File: src/rtl/time_keeper_pkg.sv
// Shared mode encodings and calendar constants for the digital clock blocks.
// Mirrors the TIME-mode constants of the shared clock definitions.
package time_keeper_pkg;

    localparam logic [1:0] M1_TIME  = 2'd0;
    localparam logic [1:0] M1_DATE  = 2'd1;
    localparam logic [1:0] M1_TIMER = 2'd2;
    localparam logic [1:0] M1_ALARM = 2'd3;

    localparam logic [1:0] M2_TIME_G    = 2'd0;
    localparam logic [1:0] M2_TIME_HOUR = 2'd1;
    localparam logic [1:0] M2_TIME_MIN  = 2'd2;
    localparam logic [1:0] M2_TIME_SEC  = 2'd3;

    localparam int HOURS_PER_DAY = 24;
    localparam int MINS_PER_HOUR = 60;

    // Set modes are the TIME sub-modes that pick a field to edit.
    function automatic logic is_set_mode(input logic [1:0] m1, input logic [1:0] m2);
        return (m1 == M1_TIME) && (m2 != M2_TIME_G);
    endfunction

endpackage

File: src/rtl/time_keeper_sec_tick_gen.sv
// Once-per-second enable: a divider cleared while run is low that pulses
// tick on its terminal count.
module sec_tick_gen #(
    parameter int CLOCKS_PER_SEC = 100
) (
    input  logic clk,
    input  logic reset,
    input  logic run,
    output logic tick
);

    localparam int W = $clog2(CLOCKS_PER_SEC);
    localparam logic [W-1:0] TERM = W'(CLOCKS_PER_SEC - 1);

    logic [W-1:0] cnt_q, cnt_d;

    always_comb begin
        cnt_d = cnt_q + 1'b1;
        if (!run || cnt_q == TERM) cnt_d = '0;
    end

    always_ff @(posedge clk or posedge reset) begin
        if (reset) cnt_q <= '0;
        else       cnt_q <= cnt_d;
    end

    assign tick = run && (cnt_q == TERM);

endmodule

File: src/rtl/time_keeper.sv
// 24-hour time-of-day counter with button-driven field setting and
// registered second/day pulses for downstream alarm and date blocks.
module time_keeper
    import time_keeper_pkg::*;
#(
    parameter int CLOCKS_PER_SEC = 100
) (
    input  logic       clk,
    input  logic       reset,
    input  logic [1:0] mode1,
    input  logic [1:0] mode2,
    input  logic       increase,
    output logic [4:0] hours,
    output logic [5:0] mins,
    output logic [5:0] secs,
    output logic       sec_tick,
    output logic       day_tick
);

    localparam logic [4:0] HOUR_MAX = 5'(HOURS_PER_DAY - 1);
    localparam logic [5:0] MIN_MAX  = 6'(MINS_PER_HOUR - 1);

    logic [4:0] hours_q, hours_d;
    logic [5:0] mins_q, mins_d;
    logic [5:0] secs_q, secs_d;
    logic       sec_tick_q, sec_tick_d;
    logic       day_tick_q, day_tick_d;
    logic       inc_q;
    logic       set_mode, inc_rise, tick;

    assign set_mode = is_set_mode(mode1, mode2);
    assign inc_rise = increase & ~inc_q;

    sec_tick_gen #(.CLOCKS_PER_SEC(CLOCKS_PER_SEC)) u_tick (
        .clk   (clk),
        .reset (reset),
        .run   (!set_mode),
        .tick  (tick)
    );

    // ">= MAX" rather than "== MAX" also scrubs any out-of-range value to 0.
    always_comb begin
        hours_d    = hours_q;
        mins_d     = mins_q;
        secs_d     = secs_q;
        sec_tick_d = tick;
        day_tick_d = 1'b0;
        if (tick) begin
            secs_d = secs_q + 1'b1;
            if (secs_q >= MIN_MAX) begin
                secs_d = '0;
                mins_d = mins_q + 1'b1;
                if (mins_q >= MIN_MAX) begin
                    mins_d  = '0;
                    hours_d = hours_q + 1'b1;
                    if (hours_q >= HOUR_MAX) begin
                        hours_d    = '0;
                        day_tick_d = 1'b1;
                    end
                end
            end
        end else if (set_mode && inc_rise) begin
            case (mode2)
                M2_TIME_HOUR: hours_d = (hours_q >= HOUR_MAX) ? '0 : hours_q + 1'b1;
                M2_TIME_MIN:  mins_d  = (mins_q  >= MIN_MAX)  ? '0 : mins_q + 1'b1;
                M2_TIME_SEC:  secs_d  = (secs_q  >= MIN_MAX)  ? '0 : secs_q + 1'b1;
                default: ;
            endcase
        end
    end

    always_ff @(posedge clk or posedge reset) begin
        if (reset) begin
            hours_q    <= '0;
            mins_q     <= '0;
            secs_q     <= '0;
            sec_tick_q <= 1'b0;
            day_tick_q <= 1'b0;
            inc_q      <= 1'b0;
        end else begin
            hours_q    <= hours_d;
            mins_q     <= mins_d;
            secs_q     <= secs_d;
            sec_tick_q <= sec_tick_d;
            day_tick_q <= day_tick_d;
            inc_q      <= increase;
        end
    end

    assign hours    = hours_q;
    assign mins     = mins_q;
    assign secs     = secs_q;
    assign sec_tick = sec_tick_q;
    assign day_tick = day_tick_q;

endmodule

File: config.mk
export PLATFORM = sky130hd
export DESIGN_NAME = time_keeper
export DESIGN_NICKNAME = d
export VERILOG_FILES = /design/src/rtl/time_keeper_pkg.sv /design/src/rtl/time_keeper_sec_tick_gen.sv /design/src/rtl/time_keeper.sv
export SDC_FILE = /design/constraint.sdc
export NUM_CORES = 1
export LEC_CHECK = 0
export CAP_MARGIN = 20
export CORE_MARGIN = 5
export CORE_UTILIZATION = 45
export DETAILED_ROUTE_END_ITERATION = 10
export PLACE_DENSITY = 0.69
export REMOVE_ABC_BUFFERS = 1
export SLEW_MARGIN = 10
export SYNTH_ARGS = -nofsm -noshare
export SYNTH_HDL_FRONTEND = slang
export SYNTH_HIERARCHICAL = 1
export SYNTH_SLANG_ARGS = --single-unit
File: constraint.sdc
create_clock -name clk -period 3.1 [get_ports clk]
set_clock_uncertainty 0.1 [all_clocks]
set_input_delay 0.31 -clock clk [delete_from_list [all_inputs] [get_ports clk]]
set_output_delay 0.31 -clock clk [all_outputs]
set_load 0.01 [all_outputs]
==> metrics.md <==
| Metric | Value |
|---|---|
| Leak Pwr | `0.733 nW` |
| CTS Buf Count | `3` |
| Status | `complete, no violations` |
| WP buf/inv | `3` |
| CTS tree | `yes` |
| GRT met2 Usage | `26.2%` |
| Worst slew pin tran | `0.804 ns` |
| Fillers | `285` |
| Setup Buffers After CTS | `0` |
| Port bufs | `25` |
| Reg2Reg Setup Slack | `0.84 ns` |
| H-tree level count | `1` |
| Post-synthesis cell area | `1380 sq um` |
| CP cell instances | `clkdlybuf4s50_1, o21ai_0, inv_1, nor3_1, buf_4, nand3_1, nand2_1, mux2_2` |
| Synth top area cells | `dfrtp_1 (49%), o21ai_0 (6.2%), nand3_1 (4.0%)` |
| Fin crit share | `75.8%` |
| Vias in the first global route | `1160` |
| Setup TNS Final | `0 ns` |
| Synth top area share | `49.1%` |
| I/O pins | `26` |
| F_max | `426 MHz` |
| Synth unique cells | `36` |
| DIE AREA | `4260 sq um` |
| GR Layer Usage met1 | `18.4%` |
| Starting Density | `45.8%` |
| Mapped Cells | `138` |
| Critical Path Source Type | `primary input` |
| Gr ovfl total | `0` |
| Site Rows | `20` |
| Total wire length | `2990 um` |
| Worst hold path type | `primary input to asynchronous set/reset pin` |
| Worst EP arrival | `2.47 ns` |
| Largest area contributor in the netlist | `dfrtp_1` |
| CTS resizes | `0` |
| WHS | `0.124 ns` |
| Final Critical Period | `2.35 ns` |
| Rel. slew slack | `46.4%` |
| Sequential share of the synthesized area | `49.1%` |
| Critical Path Max Stage Delay | `0.51 ns` |
| RSZ-0062 raised after global routing | `false` |
| Antenna diodes | `0` |
| Worst EP required | `3.22 ns` |
| Primary FF master, synth | `dfrtp_1` |
| Synth warn | `6` |
| Max FO, Critical Path | `8` |
| Die height | `65.3 um` |
| Yosys reg bits | `27` |
| Syn Area/Cell | `9.97 sq um` |
| Crit path max-delay family | `buffers and inverters` |
| Area delta synth->final | `23.6%` |
| Largest net degree at the start of global routing | `21` |
| DRC violations left | `0` |
| Setup Viol. Count Final | `0` |
| First-pass GRT wire length | `5060 um` |
| Slowest cell on crit path | `clkdlybuf4s50_1` |
| Routed len/inst | `14.9 um` |
| Clk_lat worst skew | `0.32 ns` |
| Hold Buf Count CTS | `0` |
| Drt via density | `5.81` |
| Gr busiest metal | `met2` |
| Utilization after layout | `56.7%` |
| Nets | `180` |
| Crit end category | `flip-flop` |
| Initial antenna violation count | `0` |
| Clock Tree Root | `clkbuf_4` |
| First drt pass iteration count | `4` |
| Vias | `1167` |
| GPL Wtd Cong | `0.815` |
| Crit Path Category | `primary input to flip-flop` |
| Layout cell share with drive strength beyond 1 | `7.14%` |
| Max-slew violations | `0` |
| CTS max path bufs | `2` |
| Remaining antenna violation count | `0` |
| Non-Filler Instances | `201` |
| Placed cells | `197` |
| Max-cap violations | `0` |
| FFs w/ async S/R, synth | `100%` |
| Final hold vios | `0` |
| Clk sinks | `27` |
| VDD IR max | `0.000234 V` |
| M3 GR Usage | `4.79%` |
| 1st-iter DRT viols | `55` |
| PwrDens | `463 nW/um^2` |
| Die X | `65.3 um` |
| Post-synth EDFFs | `0` |
| CTS clock-pin slew for the worst setup and hold paths | `0.14 ns` |
| Core Box Area | `3000 sq um` |
| HPWL Detailed | `2230 um` |
| Overall Global Routing Usage | `15.1%` |
-- cell families (layout without fill, tap and decap cells) --
kind of cell / after synthesis / in the layout / synth area share [%]
buffers and inverters: 7 / 37 / 1.91
AOI/OAI and AO/OA: 43 / 43 / 21.1
and+or+nand+nor: 51 / 51 / 20.1
adders and majority gates: 4 / 4 / 3.64
xor gates and xnor gates: 4 / 4 / 2.55
muxes: 2 / 2 / 1.64
DFF: 27 / 27 / 49.1
-- layout by cell type, fill, tap and decap left out, types with 2 or more instances in the layout --
master	instances
o31ai_1	3
or3_1	2
xor2_1	3
a31oi_1	3
nor3_1	2
mux2_2	2
clkbuf_4	3
nand2b_1	3
o21ai_0	17
nand2_1	11
nor2_1	14
and3_1	2
dfrtp_1	27
ha_1	4
nand3_1	11
clkdlybuf4s50_1	25
a41oi_1	2
a21oi_1	6
inv_1	7
-- sequential cells by signal, indices dropped and copies added, names as in the netlist --
register      count
u_tick/cnt_q      7
mins              6
secs              6
hours             5
day_tick          1
inc_q             1
sec_tick          1
-- cell usage after synthesis (3+ instances only) --
cell type / instances
a21oi_1: 6
a31oi_1: 3
dfrtp_1: 27
ha_1: 4
inv_1: 7
nand2_1: 11
nand2b_1: 3
nand3_1: 11
nor2_1: 14
o21ai_0: 17
o31ai_1: 3
xor2_1: 3
-- area by class of cell --
type                       instances  area [sq um]  share of cell area [%]
sequential                        27           676                    39.7
multi-input combinational        104           674                    39.6
tap                               33          41.3                    2.43
inverter                           7          26.3                    1.54
timing repair buffer              26           258                    15.1
clock buffer                       4          26.3                    1.54
-- final timing paths --
kind	from	end	cells past startpoint
max in group asynchronous	reset	secs[2]	2
worst min-delay path	reset	u_tick/cnt_q[0]	2
worst min register to register	u_tick/cnt_q[0]	u_tick/cnt_q[0]	1
min in group clk	increase	inc_q	1
worst max-delay path	mode2[0]	hours[0]	8
worst max register to register	u_tick/cnt_q[3]	hours[0]	6
-- routing by layer --
layer	up-vias	wire, um	part of all wire, %
li1	569	-	-
met1	569	1370	46
met2	27	1460	49
met3	2	146	4.9
met4	0	21	0.70
met5	-	0	0
-- report_power, final --
group	internal, W	switching, W
clock network	0.0000503	0.0000988
logic	0.000100	0.0000858
registers	0.000397	0.0000556
total	0.000548	0.000240
-- through the flow --
step	power [W]	setup slack (ns)	area (sq um)
2_1_floorplan	0.000560	0.662	1380
3_3_place_gp	0.000639	0.501	1680
3_5_place_dp	0.000647	0.432	1680
4_1_cts	0.000800	0.771	1700
5_1_grt	0.000845	0.523	1700
6_report	0.000788	0.752	1700
Note: power is estimated with default switching activity, not from simulation.
==> RTL change: new RTL, same flow settings <==
Add an input register stage for `mode1`, `mode2` and `increase`, without a reset; this delays them by one clock.
--- a/src/rtl/time_keeper.sv
+++ b/src/rtl/time_keeper.sv
@@ -22,2 +22,12 @@
 
+    logic [1:0] mode1_q;
+    logic [1:0] mode2_q;
+    logic increase_q;
+
+    always_ff @(posedge clk) begin
+        mode1_q    <= mode1;
+        mode2_q    <= mode2;
+        increase_q <= increase;
+    end
+
     logic [4:0] hours_q, hours_d;
@@ -30,4 +40,4 @@
 
-    assign set_mode = is_set_mode(mode1, mode2);
-    assign inc_rise = increase & ~inc_q;
+    assign set_mode = is_set_mode(mode1_q, mode2_q);
+    assign inc_rise = increase_q & ~inc_q;
 
@@ -62,3 +72,3 @@
         end else if (set_mode && inc_rise) begin
-            case (mode2)
+            case (mode2_q)
                 M2_TIME_HOUR: hours_d = (hours_q >= HOUR_MAX) ? '0 : hours_q + 1'b1;
@@ -85,3 +95,3 @@
             day_tick_q <= day_tick_d;
-            inc_q      <= increase;
+            inc_q      <= increase_q;
         end
Behaviour: not the same (a bounded check fails within 4 cycles, from zero or initial values and one cycle with reset high).
==> RTL change against the original RTL <==
- area after synthesis up 7.5%
- sequential share of layout area up 1.9 points
- sequential cell count up 5
- count of clock-buffer cells in the layout up 2
- combinational power down 9%
- setup slack better by 96 ps
- design area up 9.5%
- total power up 25%
- wire length down 5.6%
==> RTL change: results (changes against the original RTL) <==
metric	value	unit	change
gpl congestion	0.834		was 0.815
H-tree depth	2		was 1
first-pass GRT wire length	4970	um	was 5060 um
Worst EP arrival	2380	ps	was 2470 ps
Int Pwr	723	uW	was 548 uW
post-synthesis mux area share	0	%	was 1.64%
root buf cell	clkbuf_4		unchanged
input/output buffers	25		unchanged
Reg2Reg Setup Slack	850	ps	
xor/xnor share of the synthesized area	1.78	%	was 2.55%
Layout Nets	185		was 180
Comb power frac	17.3	%	was 23.6%
Peak VDD IR	0.353	mV	was 0.234 mV
cts repair resizes	0		unchanged
later-pin clock latency in the skew report	320	ps	about the same
post-DP HPWL	2120	um	was 2230 um
Adder-Cell Fraction of Synth Area	3.38	%	was 3.64%
Ant. Diodes	0		unchanged
vias in the first global route	1113		was 1160
WL/cell	12.9	um	was 14.9 um
RR Startpoint	u_tick/cnt_q[0]		was u_tick/cnt_q[3]
fill count	283		was 285
Yosys top cell area share	45.7	%	was 49.1%
leakage	0.782	nW	was 0.733 nW
Reg clk slew, reported paths	90	ps	was 140 ps
GRT Resource Usage Total	14.4	%	was 15.1%
CP Class	reg2reg		was in2reg
CORE AREA	3100	um^2	was 3000 um^2
Final Hold Vio Count	0		unchanged
Worst Max-Slew Pin Slew	884	ps	was 804 ps
Num CTS Buffers	5		was 3
synth unique cells	41		was 36
share of cells above drive strength 1	8.57	%	was 7.14%
post-synthesis compound-gate area fraction	20.3	%	was 21.1%
first drt pass iteration count	4		unchanged
CP max FO	12		was 8
synth cell count leaders	dfrtp_1 (27), nand3_1 (11), nand2_1 (10), nor2_1 (10), o21ai_1 (9)		was dfrtp_1 (27), o21ai_0 (17), nor2_1 (14)
synth top area cells	dfrtp_1 (46%), dfxtp_1 (6.8%), nand3_1 (3.7%), ha_1 (3.4%), o21ai_1 (3.0%)		was dfrtp_1 (49%), o21ai_0 (6.2%), nand3_1 (4.0%), nor2_1 (3.8%), ha_1 (3.6%)
ys async rst share	84.4	%	was 100%
status	complete, no violations		unchanged
via count	1204		was 1167
Seq power	519	uW	was 453 uW
drt initial violations	49		was 55
post-synthesis sequential area ratio	52.5	%	was 49.1%
antenna violations before repair	0		unchanged
[RTL change: cell types whose count changed after synthesis, sizes merged, moves of 2 or more]
| cell | before | now |
|---|---|---|
| dfxtp | 0 | 5 |
| nor2 | 14 | 10 |
| and2b | 0 | 2 |
| mux2 | 2 | 0 |
| nand3b | 0 | 2 |
| o211ai | 0 | 2 |
| o22a | 0 | 2 |
[RTL change: worst paths after layout]
kind,to,cells past startpoint
setup reg to reg,secs[5],7
min in group clk,inc_q,0
hold / removal,u_tick/cnt_q[6],2
setup / recovery,secs[5],7
max in group asynchronous,hours[4],2
hold reg to reg,inc_q,0
[RTL change: layer usage]
metal  vias up  track usage [%]  wire, um
li1        591                -         -
met3         2             5.16       161
met5         -                0         0
met2        32             22.1      1340
met1       579             18.8      1310
met4         0             5.32        18
[RTL change: final cells by class]
type                            instances  area, um^2  area share, %
Tap cell                               44        55.1           2.95
Multi-Input combinational cell        103         676           36.3
Clock buffer                            6        41.3           2.22
Sequential cell                        32         776           41.6
Timing Repair Buffer                   26         258           13.8
Clock inverter                          2        35.0           1.88
Inverter                                6        22.5           1.21
[RTL change: stage by stage]
| step | worst slack, ps | instances | power (mW) | hold WS, ps | cell area (um^2) |
|---|---|---|---|---|---|
| global placement | 940 | 211 | 0.691 | 246 | 1790 |
| detailed placement | 839 | 211 | 0.699 | 248 | 1790 |
| finish | 848 | 219 | 0.986 | 128 | 1860 |
| global route | 603 | 219 | 1.05 | 149 | 1860 |
| floorplan | 725 | 141 | 0.619 | 13.4 | 1470 |
| CTS | 826 | 219 | 1.00 | 123 | 1860 |
[RTL change: critical path: stages, from the launching register on]
cell,delay (ps)
dfrtp_1,420
ha_1,260
nand2_1,170
nor3_1,70
buf_4,160
a31oi_1,660
nor3_1,120
o22a_1,200
